`src/rtl/display_timing_gen_pkg.sv`:
```
// Shared raster timing constants, payload types and derivation helpers
// for the display timing generator.
package display_timing_pkg;

    localparam int COORD_W      = 32'sd16;
    localparam int MAX_TOTAL    = 32'sd65535;
    localparam int MAX_PIPE_LAT = 32'sd4;

    // 640x480@60 reference timing
    localparam int DEF_H_ACTIVE = 32'sd640;
    localparam int DEF_H_FP     = 32'sd16;
    localparam int DEF_H_SYNC   = 32'sd96;
    localparam int DEF_H_BP     = 32'sd48;
    localparam int DEF_V_ACTIVE = 32'sd480;
    localparam int DEF_V_FP     = 32'sd10;
    localparam int DEF_V_SYNC   = 32'sd2;
    localparam int DEF_V_BP     = 32'sd33;
    localparam int DEF_PIPE_LAT = 32'sd1;

    localparam bit POL_ACTIVE_LOW  = 1'b0;
    localparam bit POL_ACTIVE_HIGH = 1'b1;

    // Control bits already carry their PHY polarity when they enter the delay line.
    typedef struct packed {
        logic h_sync;
        logic v_sync;
        logic de;
    } phy_ctrl_t;

    function automatic int calc_h_total(input int active, input int fp, input int sync, input int bp);
        return active + fp + sync + bp;
    endfunction

    function automatic int calc_v_total(input int active, input int fp, input int sync, input int bp);
        return active + fp + sync + bp;
    endfunction

    function automatic phy_ctrl_t phy_idle(input bit h_pol, input bit v_pol);
        phy_ctrl_t idle;
        idle.h_sync = ~h_pol;
        idle.v_sync = ~v_pol;
        idle.de     = 1'b0;
        return idle;
    endfunction

endpackage

```
`src/rtl/display_timing_gen_sync_delay_line.sv`:
```
// Fixed-depth shift register with a synchronous reset pattern; exposes the
// last stage and the value about to enter it.
module sync_delay_line #(
    parameter int               DEPTH   = 32'sd1,
    parameter int               WIDTH   = 32'sd3,
    parameter logic [WIDTH-1:0] RST_VAL = {WIDTH{1'b0}}
) (
    input  logic             clk,
    input  logic             rst,
    input  logic [WIDTH-1:0] din,
    output logic [WIDTH-1:0] tap,
    output logic [WIDTH-1:0] dout
);

    if (DEPTH < 32'sd1) begin : g_bad_depth
        $error("sync_delay_line: DEPTH must be at least 1");
    end

    logic [WIDTH-1:0] stage_r [DEPTH];

    // Shift stages, every stage reloads the reset pattern on rst
    always_ff @(posedge clk) begin
        if (rst) begin
            for (int i = 32'sd0; i < DEPTH; i++) begin
                stage_r[i] <= RST_VAL;
            end
        end else begin
            stage_r[0] <= din;
            for (int i = 32'sd1; i < DEPTH; i++) begin
                stage_r[i] <= stage_r[i-1];
            end
        end
    end

    assign dout = stage_r[DEPTH-1];

    if (DEPTH == 32'sd1) begin : g_tap_din
        assign tap = din;
    end else begin : g_tap_stage
        assign tap = stage_r[DEPTH-2];
    end

endmodule

```
`src/rtl/display_timing_gen.sv`:
```
// Raster counter, coordinate decode and PHY-aligned sync/DE/RGB output stage.
// Coordinates go to gfx; the returned RGB meets delayed sync/DE at the outputs.
module display_timing_gen
    import display_timing_pkg::*;
#(
    parameter int H_ACTIVE = DEF_H_ACTIVE,
    parameter int H_FP     = DEF_H_FP,
    parameter int H_SYNC   = DEF_H_SYNC,
    parameter int H_BP     = DEF_H_BP,
    parameter int V_ACTIVE = DEF_V_ACTIVE,
    parameter int V_FP     = DEF_V_FP,
    parameter int V_SYNC   = DEF_V_SYNC,
    parameter int V_BP     = DEF_V_BP,
    parameter bit H_POL    = POL_ACTIVE_LOW,
    parameter bit V_POL    = POL_ACTIVE_LOW,
    parameter int PIPE_LAT = DEF_PIPE_LAT
) (
    input  logic        i_clk,
    input  logic        i_rst,
    input  logic [7:0]  i_red,
    input  logic [7:0]  i_green,
    input  logic [7:0]  i_blue,
    output logic [15:0] o_x,
    output logic [15:0] o_y,
    output logic        o_active,
    output logic        o_frame_start,
    output logic        o_line_start,
    output logic        o_h_sync,
    output logic        o_v_sync,
    output logic        o_de,
    output logic [7:0]  o_red,
    output logic [7:0]  o_green,
    output logic [7:0]  o_blue
);

    localparam int H_TOTAL = calc_h_total(H_ACTIVE, H_FP, H_SYNC, H_BP);
    localparam int V_TOTAL = calc_v_total(V_ACTIVE, V_FP, V_SYNC, V_BP);

    if ((H_TOTAL > MAX_TOTAL) || (V_TOTAL > MAX_TOTAL)) begin : g_bad_total
        $error("display_timing_gen: H_TOTAL or V_TOTAL exceeds the 16-bit counter range");
    end
    if ((PIPE_LAT < 32'sd0) || (PIPE_LAT > MAX_PIPE_LAT)) begin : g_bad_lat
        $error("display_timing_gen: PIPE_LAT must be within 0..4");
    end

    localparam logic [15:0] H_LAST    = 16'(H_TOTAL - 32'sd1);
    localparam logic [15:0] V_LAST    = 16'(V_TOTAL - 32'sd1);
    localparam logic [15:0] H_ACT_END = 16'(H_ACTIVE);
    localparam logic [15:0] V_ACT_END = 16'(V_ACTIVE);
    localparam logic [15:0] HS_START  = 16'(H_ACTIVE + H_FP);
    localparam logic [15:0] HS_END    = 16'(H_ACTIVE + H_FP + H_SYNC - 32'sd1);
    localparam logic [15:0] VS_START  = 16'(V_ACTIVE + V_FP);
    localparam logic [15:0] VS_END    = 16'(V_ACTIVE + V_FP + V_SYNC - 32'sd1);

    localparam phy_ctrl_t CTRL_IDLE = phy_idle(H_POL, V_POL);

    logic [15:0] x_r;
    logic [15:0] y_r;
    logic [15:0] x_next_s;
    logic [15:0] y_next_s;
    logic        active_r;
    logic        frame_start_r;
    logic        line_start_r;
    logic        active_next_s;
    logic        hs_next_s;
    logic        vs_next_s;
    phy_ctrl_t   ctrl_r;
    phy_ctrl_t   tap_s;
    phy_ctrl_t   dl_out_s;
    logic [7:0]  red_r;
    logic [7:0]  green_r;
    logic [7:0]  blue_r;

    // Next raster position: x wraps each line, y advances only on that wrap
    always_comb begin
        x_next_s = x_r + 16'd1;
        y_next_s = y_r;
        if (x_r == H_LAST) begin
            x_next_s = 16'd0;
            if (y_r == V_LAST) begin
                y_next_s = 16'd0;
            end else begin
                y_next_s = y_r + 16'd1;
            end
        end else begin
            x_next_s = x_r + 16'd1;
            y_next_s = y_r;
        end
    end

    // Region decode of the upcoming position so flags land with the coordinates
    always_comb begin
        active_next_s = (x_next_s < H_ACT_END) && (y_next_s < V_ACT_END);
        hs_next_s     = (x_next_s >= HS_START) && (x_next_s <= HS_END);
        vs_next_s     = (y_next_s >= VS_START) && (y_next_s <= VS_END);
    end

    // Raster counters and undelayed decode registers
    always_ff @(posedge i_clk) begin
        if (i_rst) begin
            x_r           <= H_LAST;
            y_r           <= V_LAST;
            active_r      <= 1'b0;
            frame_start_r <= 1'b0;
            line_start_r  <= 1'b0;
            ctrl_r        <= CTRL_IDLE;
        end else begin
            x_r           <= x_next_s;
            y_r           <= y_next_s;
            active_r      <= active_next_s;
            frame_start_r <= (x_next_s == 16'd0) && (y_next_s == 16'd0);
            line_start_r  <= (x_next_s == 16'd0);
            ctrl_r.h_sync <= hs_next_s ^ ~H_POL;
            ctrl_r.v_sync <= vs_next_s ^ ~V_POL;
            ctrl_r.de     <= active_next_s;
        end
    end

    // Last stage lines up with the RGB register; tap is the stage in step with gfx data
    sync_delay_line #(
        .DEPTH   (PIPE_LAT + 32'sd1),
        .WIDTH   ($bits(phy_ctrl_t)),
        .RST_VAL (CTRL_IDLE)
    ) u_sync_delay (
        .clk  (i_clk),
        .rst  (i_rst),
        .din  (ctrl_r),
        .tap  (tap_s),
        .dout (dl_out_s)
    );

    // RGB capture with blanking outside the visible area
    always_ff @(posedge i_clk) begin
        if (i_rst) begin
            red_r   <= 8'd0;
            green_r <= 8'd0;
            blue_r  <= 8'd0;
        end else if (tap_s.de) begin
            red_r   <= i_red;
            green_r <= i_green;
            blue_r  <= i_blue;
        end else begin
            red_r   <= 8'd0;
            green_r <= 8'd0;
            blue_r  <= 8'd0;
        end
    end

    assign o_x           = x_r;
    assign o_y           = y_r;
    assign o_active      = active_r;
    assign o_frame_start = frame_start_r;
    assign o_line_start  = line_start_r;
    assign o_h_sync      = dl_out_s.h_sync;
    assign o_v_sync      = dl_out_s.v_sync;
    assign o_de          = dl_out_s.de;
    assign o_red         = red_r;
    assign o_green       = green_r;
    assign o_blue        = blue_r;

endmodule
```
`config.mk`:
```
export PLATFORM = sky130hd
export DESIGN_NAME = display_timing_gen
export DESIGN_NICKNAME = d
export VERILOG_FILES = /design/src/rtl/display_timing_gen_pkg.sv /design/src/rtl/display_timing_gen_sync_delay_line.sv /design/src/rtl/display_timing_gen.sv
export SDC_FILE = /design/constraint.sdc
export NUM_CORES = 1
export LEC_CHECK = 0
export ABC_AREA = 1
export CAP_MARGIN = 0
export CORE_MARGIN = 2
export CORE_UTILIZATION = 30
export DETAILED_ROUTE_END_ITERATION = 12
export PLACE_DENSITY = 0.62
export SYNTH_ARGS = -nofsm -noshare
export SYNTH_HDL_FRONTEND = slang
export SYNTH_SLANG_ARGS = --single-unit
export TNS_END_PERCENT = 5
```
`constraint.sdc`:
```
create_clock -name i_clk -period 2.8 [get_ports i_clk]
set_input_delay 0.42 -clock i_clk [delete_from_list [all_inputs] [get_ports i_clk]]
set_output_delay 0.42 -clock i_clk [all_outputs]
set_load 0.01 [all_outputs]
```
======== After elaboration in Yosys (flattened, before gate mapping) ========
Memories as Yosys holds them, arrays and structs flattened.
Cells that the tools add are included.
storage, ports and cells
  flip-flop bits (word level) ............. 61
  memory bits (writable) .................. 6
  bits of input ports ..................... 26
  word-level logic and storage cells ...... 41
  memories ................................ 1
memory list
  memory                depth  bits a word  rd ports  clocked after Yosys merged registers in  write ports  line                                      text
  u_sync_delay.stage_r  2      3            2         0                                        2            display_timing_gen_sync_delay_line.sv:19  logic [WIDTH-1:0] stage_r [DEPTH];
operators by class
  add/sub/neg operators ................... 2
  order comparisons ....................... 6
  equal/unequal tests ..................... 2
  mux-type cells .......................... 8
  bitwise logic cells ..................... 5
  reduce and logical (&&, ||, !) cells .... 7
operators with widths
  cell                     count
  $mux W16                 3
  $add A16 B1 Y16 const B  2
  $eq A16 B10 Y1 const B   2
  $logic_not A16 Y1        2
  $ge A16 B10 Y1 const B   1
  $ge A16 B9 Y1 const B    1
  $le A16 B10 Y1 const B   1
  $le A16 B9 Y1 const B    1
  $lt A16 B10 Y1 const B   1
  $lt A16 B9 Y1 const B    1
  $mux W3                  2
  $logic_and A1 B1 Y1      4
  $mux W1                  3
  $not A1 Y1               3
  $or A1 B1 Y1             2
  $reduce_or A2 Y1         1

======== Logic depth before layout (Yosys ltp) ========
  depth in word-level cells ............... 6
  gate-level depth with buffers ........... 14
  depth with buffers taken out ............ 14

======== Modules after synthesis ========
From an unflattened synthesis, not the netlist that was laid out.
unflattened totals
  cell total of the unflattened synthesis .. 534
  area, all modules ....................... 3379.5 um^2
modules (own cells, without submodules)
  module              instances  cells an instance  area each (um^2)  seq. area each (um^2)
  display_timing_gen  1          515                3210.6            1221.2
  sync_delay_line     1          19                 168.9             120.1

======== Least setup slack after synthesis ========
No wires, ideal clock.
  path type ............................... reg-to-reg
  start ................................... reg x_r[0], in the netlist o_x[0]
  end ..................................... reg ctrl_r[1] (netlist bit)
  data arrival time ....................... 1.710 ns
  slack ................................... 0.967 ns
  cell stages (with the launch flop) ...... 12
  path buffers ............................ 1
  period minus slack after synthesis ...... 1.833 ns
  cells stage by stage .................... dfxtp_1 ha_1 nand2_2 nor2_1 nand3_1 nor2_4 buf_6 o21ai_2 nor2_1 nand3_1 nor2_1 nand3_1
on the way
  word-level cells in the longest chain between the ends .. 5
  elaborated cells between the ends (all ways) .. 6
  those cells by class .................... order compare: 2; eq/ne: 1; mux: 1; bitwise: 1; reduce/logical: 1
ends and longest elaborated chain
  what                                                   line                       text
  start, declared                                        display_timing_gen.sv:57   logic [15:0] x_r;
  start signal, assigned                                 display_timing_gen.sv:108  x_r <= x_next_s;
  $eq A16 B10 Y1 *                                       display_timing_gen.sv:78   if (x_r == H_LAST) begin
  $mux W16 *                                             display_timing_gen.sv:78
  $ge A16 B9 Y1 / $le A16 B9 Y1 (equally long branches)  display_timing_gen.sv:95   vs_next_s = (y_next_s >= VS_START) && (y_next_s <= VS_END);
  $logic_and A1 B1 Y1 *                                  display_timing_gen.sv:95
  $not A1 Y1 (no source line) *                          -
  end, declared                                          display_timing_gen.sv:67   phy_ctrl_t ctrl_r;
Mark *: on every way between the ends. The rest lies on a longest branch, timed or not.
A chain may end at the register's enable or synchronous reset.

======== Worst setup path after layout ========
  start ................................... reg x_r[0], in the netlist o_x[0]
  end ..................................... reg ctrl_r[0] (netlist bit)
on the way
  word-level cells in the longest chain between the ends .. 4
  elaborated cells between the ends (all ways) .. 7
  those cells by class .................... add/sub: 1; order compare: 2; eq/ne: 1; mux: 2; reduce/logical: 1
ends and longest elaborated chain
  what                                                      line                                                text
  $add A16 B1 Y16 / $eq A16 B10 Y1 (equally long branches)  display_timing_gen.sv:86, display_timing_gen.sv:78
  $mux W16                                                  display_timing_gen.sv:78
  $lt A16 B10 Y1 / $lt A16 B9 Y1 (equally long branches)    display_timing_gen.sv:93                            active_next_s = (x_next_s < H_ACT_END) && (y_next_s < V_ACT_END);
  $logic_and A1 B1 Y1 *                                     display_timing_gen.sv:93
Marked as above.

==> flow_metrics.py <==
metrics = {
    "timing": {
        "finalCritPeriodShare_pct": 80.5,
        "drv_slew": 0,
        "rsz0062_at_grt": "false",
        "final.setup.worst_slack_ns": 0.545,
        "min_period_ns": 2.25,
        "skew_ns": 0.0127,
        "tns_ns": 0,
        "hold_viol": 0,
        "setup_violations": 0,
        "clock.fmax_mhz": 444,
        "slew-limit-headroom_pct": 70.8,
        "tightest_slew_ns": 0.436,
    },
    "place": {
        "dp.cells": 720,
        "io_buffer_count": 87,
        "place_area_um2": 4300,
        "dpl.hpwl_mm": 6.84,
        "pre_cts_ws_ns": 0.600,
        "gp_routability_congestion": 0.922,
    },
    "clock_tree": {
        "cts_resized": 0,
        "cts-root-buf": "clkbuf_8",
        "clk_latency_ns": 0.35,
        "clockBufferDepth": 2,
        "cts_setup_buffers": 0,
        "cts_tree": "yes",
        "hold_buffers": 0,
        "numCtsBuffers": 9,
        "cts_max_level": 3,
        "cts_sinks": 67,
        "clkTransAtPathRegs_ns": 0.08,
    },
    "synth": {
        "synth_warnings": 0,
        "netlist_top_cells_count": "nand2_1, nor2_1, inv_1, dfxtp_1, nand3_1",
        "synth_area_leader_cell": "dfxtp_1",
        "yosysSeqAreaShare_pct": 40.9,
        "synth_seq_cells": 67,
        "synth_ff_type": "dfxtp_1",
        "syn-cell-area_um2": 3280,
        "ys_types": 27,
        "synth_area_leaders": "dfxtp_1, nand2_1, nor2_1",
        "syn_area_per_cell_um2": 6.57,
        "syn_nets": 529,
        "synth_edf_count": 0,
        "yosysMostFrequentCell": "nand2_1",
        "yosysTopAreaCellShare_pct": 40.9,
        "synth_async_sr_flop_share_pct": 0,
        "synth_cells": 499,
    },
    "drt": {
        "drtIter0Drc": 157,
        "first_pass_iters": 4,
        "vias_per_cell": 4.55,
        "wl_per_cell_um": 12.3,
        "ant_nets": 0,
        "drc": 0,
        "via_count": 3347,
        "routed_wl_mm": 9.08,
    },
    "run": {
        "max-cap-violations": 0,
    },
    "pwr": {
        "vdd_drop_max_mv": 0.361,
        "power.leakage_nw": 2.03,
        "power_density_nw_per_um2": 794,
    },
    "grt": {
        "first_global_vias": 3170,
        "use_met3_pct": 5.97,
        "top_usage_layer": "met2",
        "globalRouteMet2Util_pct": 27.3,
        "grt_pass1_wl_mm": 14.7,
        "grtUsageTotal_pct": 16.2,
        "grt_max_degree": 28,
        "antenna_found_initial": 0,
        "use_met1_pct": 18.4,
        "overflow": 0,
    },
    "die": {
        "core-area_um2": 10700,
        "die_y_um": 109,
        "io_pins": 88,
        "die_w_um": 109,
        "fp-row-count": 38,
        "dieArea_um2": 11800,
        "floorplan.initialDensity_pct": 30.5,
    },
    "layout": {
        "antenna_cells": 0,
        "fillers": 1134,
        "fin_nets": 621,
        "syn2layout_area_growth_pct": 37.0,
        "layout-drive-gt1-share_pct": 8.05,
        "final_cells": 736,
        "final_cell_area_um2": 4490,
    },
    "worst_setup_path": {
        "worstPathRequired_ns": 3.03,
        "cp-end-kind": "flip-flop",
        "setup.worst_path.class": "reg -> reg",
        "crit_fanout": 17,
        "arrival_ns": 2.48,
        "startpoint_type": "flip-flop",
    },
    "min_path": {
        "hold_path_class": "reg -> reg",
    },
    "run_status": {
        "outcome": "finished, final reports clean",
    },
}
-- power breakdown --
group | internal, mW | total [mW] | leakage, nW | switching, mW
clock | 0.382 | 0.792 | 0.0981 | 0.410
combinational | 0.575 | 1.51 | 1.39 | 0.938
sequential | 1.07 | 1.26 | 0.543 | 0.188
total | 2.03 | 3.57 | 2.03 | 1.54
-- path summary, 6_finish.rpt --
path	end	slack [ns]	start	cells after the start
worst max register to register	ctrl_r[0]	0.55	o_x[0]	10
worst min register to register	u_sync_delay.stage_r[0][4]	0.41	u_sync_delay.stage_r[0][1]	1
worst max-delay path	ctrl_r[0]	0.55	o_x[0]	10
worst min-delay path	u_sync_delay.stage_r[0][4]	0.41	u_sync_delay.stage_r[0][1]	1
-- cells in the final DEF (no fill, tap or decap), types with 2 or more instances in the layout --
cell type / instances
a21oi_1: 5
clkdlybuf4s50_1: 87
o21ai_2: 3
ha_1: 4
buf_4: 3
nand2_2: 11
nor2_1: 103
nor2_2: 6
clkinv_4: 2
o21ai_0: 10
nand3_1: 49
inv_1: 84
xor2_1: 4
or2_2: 4
nor2_4: 2
clkbuf_8: 11
dfxtp_1: 67
nor3_1: 4
o21bai_1: 2
nand2_1: 111
nand4_1: 14
-- worst max-delay path, stage by stage, from the launching register on --
cell and delay [ns]:
dfxtp_1 0.47, ha_1 0.27, nand3_1 0.12, nor2_1 0.16
nand2_2 0.27, o21ai_0 0.40, nand2_1 0.12, nor3_2 0.16
nor2_1 0.06, nand2_1 0.06, nor2_1 0.04
-- cells by family after synthesis --
family	count (synthesis)	share of synthesized area, %
and+or+nand+nor	306	40.5
DFF	67	40.9
AOI/OAI and AO/OA	22	3.93
buffers and inverters	94	11.3
xor gates and xnor gates	6	1.83
adders and majority gates	4	1.53
-- stage by stage --
step / power [mW] / hold slack [ns] / util (%)
after floorplan: 2.26 / 0.389 / -
after global placement: 2.79 / 0.398 / 40.0
after detailed placement: 2.78 / 0.395 / 40.0
after CTS: 3.60 / 0.419 / 41.8
after global routing: 3.85 / 0.449 / 41.8
final: 3.57 / 0.412 / 41.8
-- metal layers --
layer | vias up | routed length [um]
met5 | - | 0
met4 | 0 | 194
met3 | 16 | 621
met2 | 101 | 4330
met1 | 1518 | 3930
li1 | 1712 | -
-- registers in the layout, indices dropped and copies added (netlist names) --
register and flops:
o_frame_start 1, o_green 8, o_red 8, ctrl_r 3, o_line_start 1, o_y 16, o_blue 8, u_sync_delay.stage_r 6
o_x 16
-- layout make-up --
class	count	area (um^2)	area share, %
multi-input cells	338	1570	34.9
clock inverters	5	45.0	1.00
clock buffers	11	151	3.37
well taps	140	175	3.90
inverters	85	319	7.10
flip-flops and latches	67	1340	29.9
repair buffers	90	893	19.9
Power figures use the tool's default switching activity.
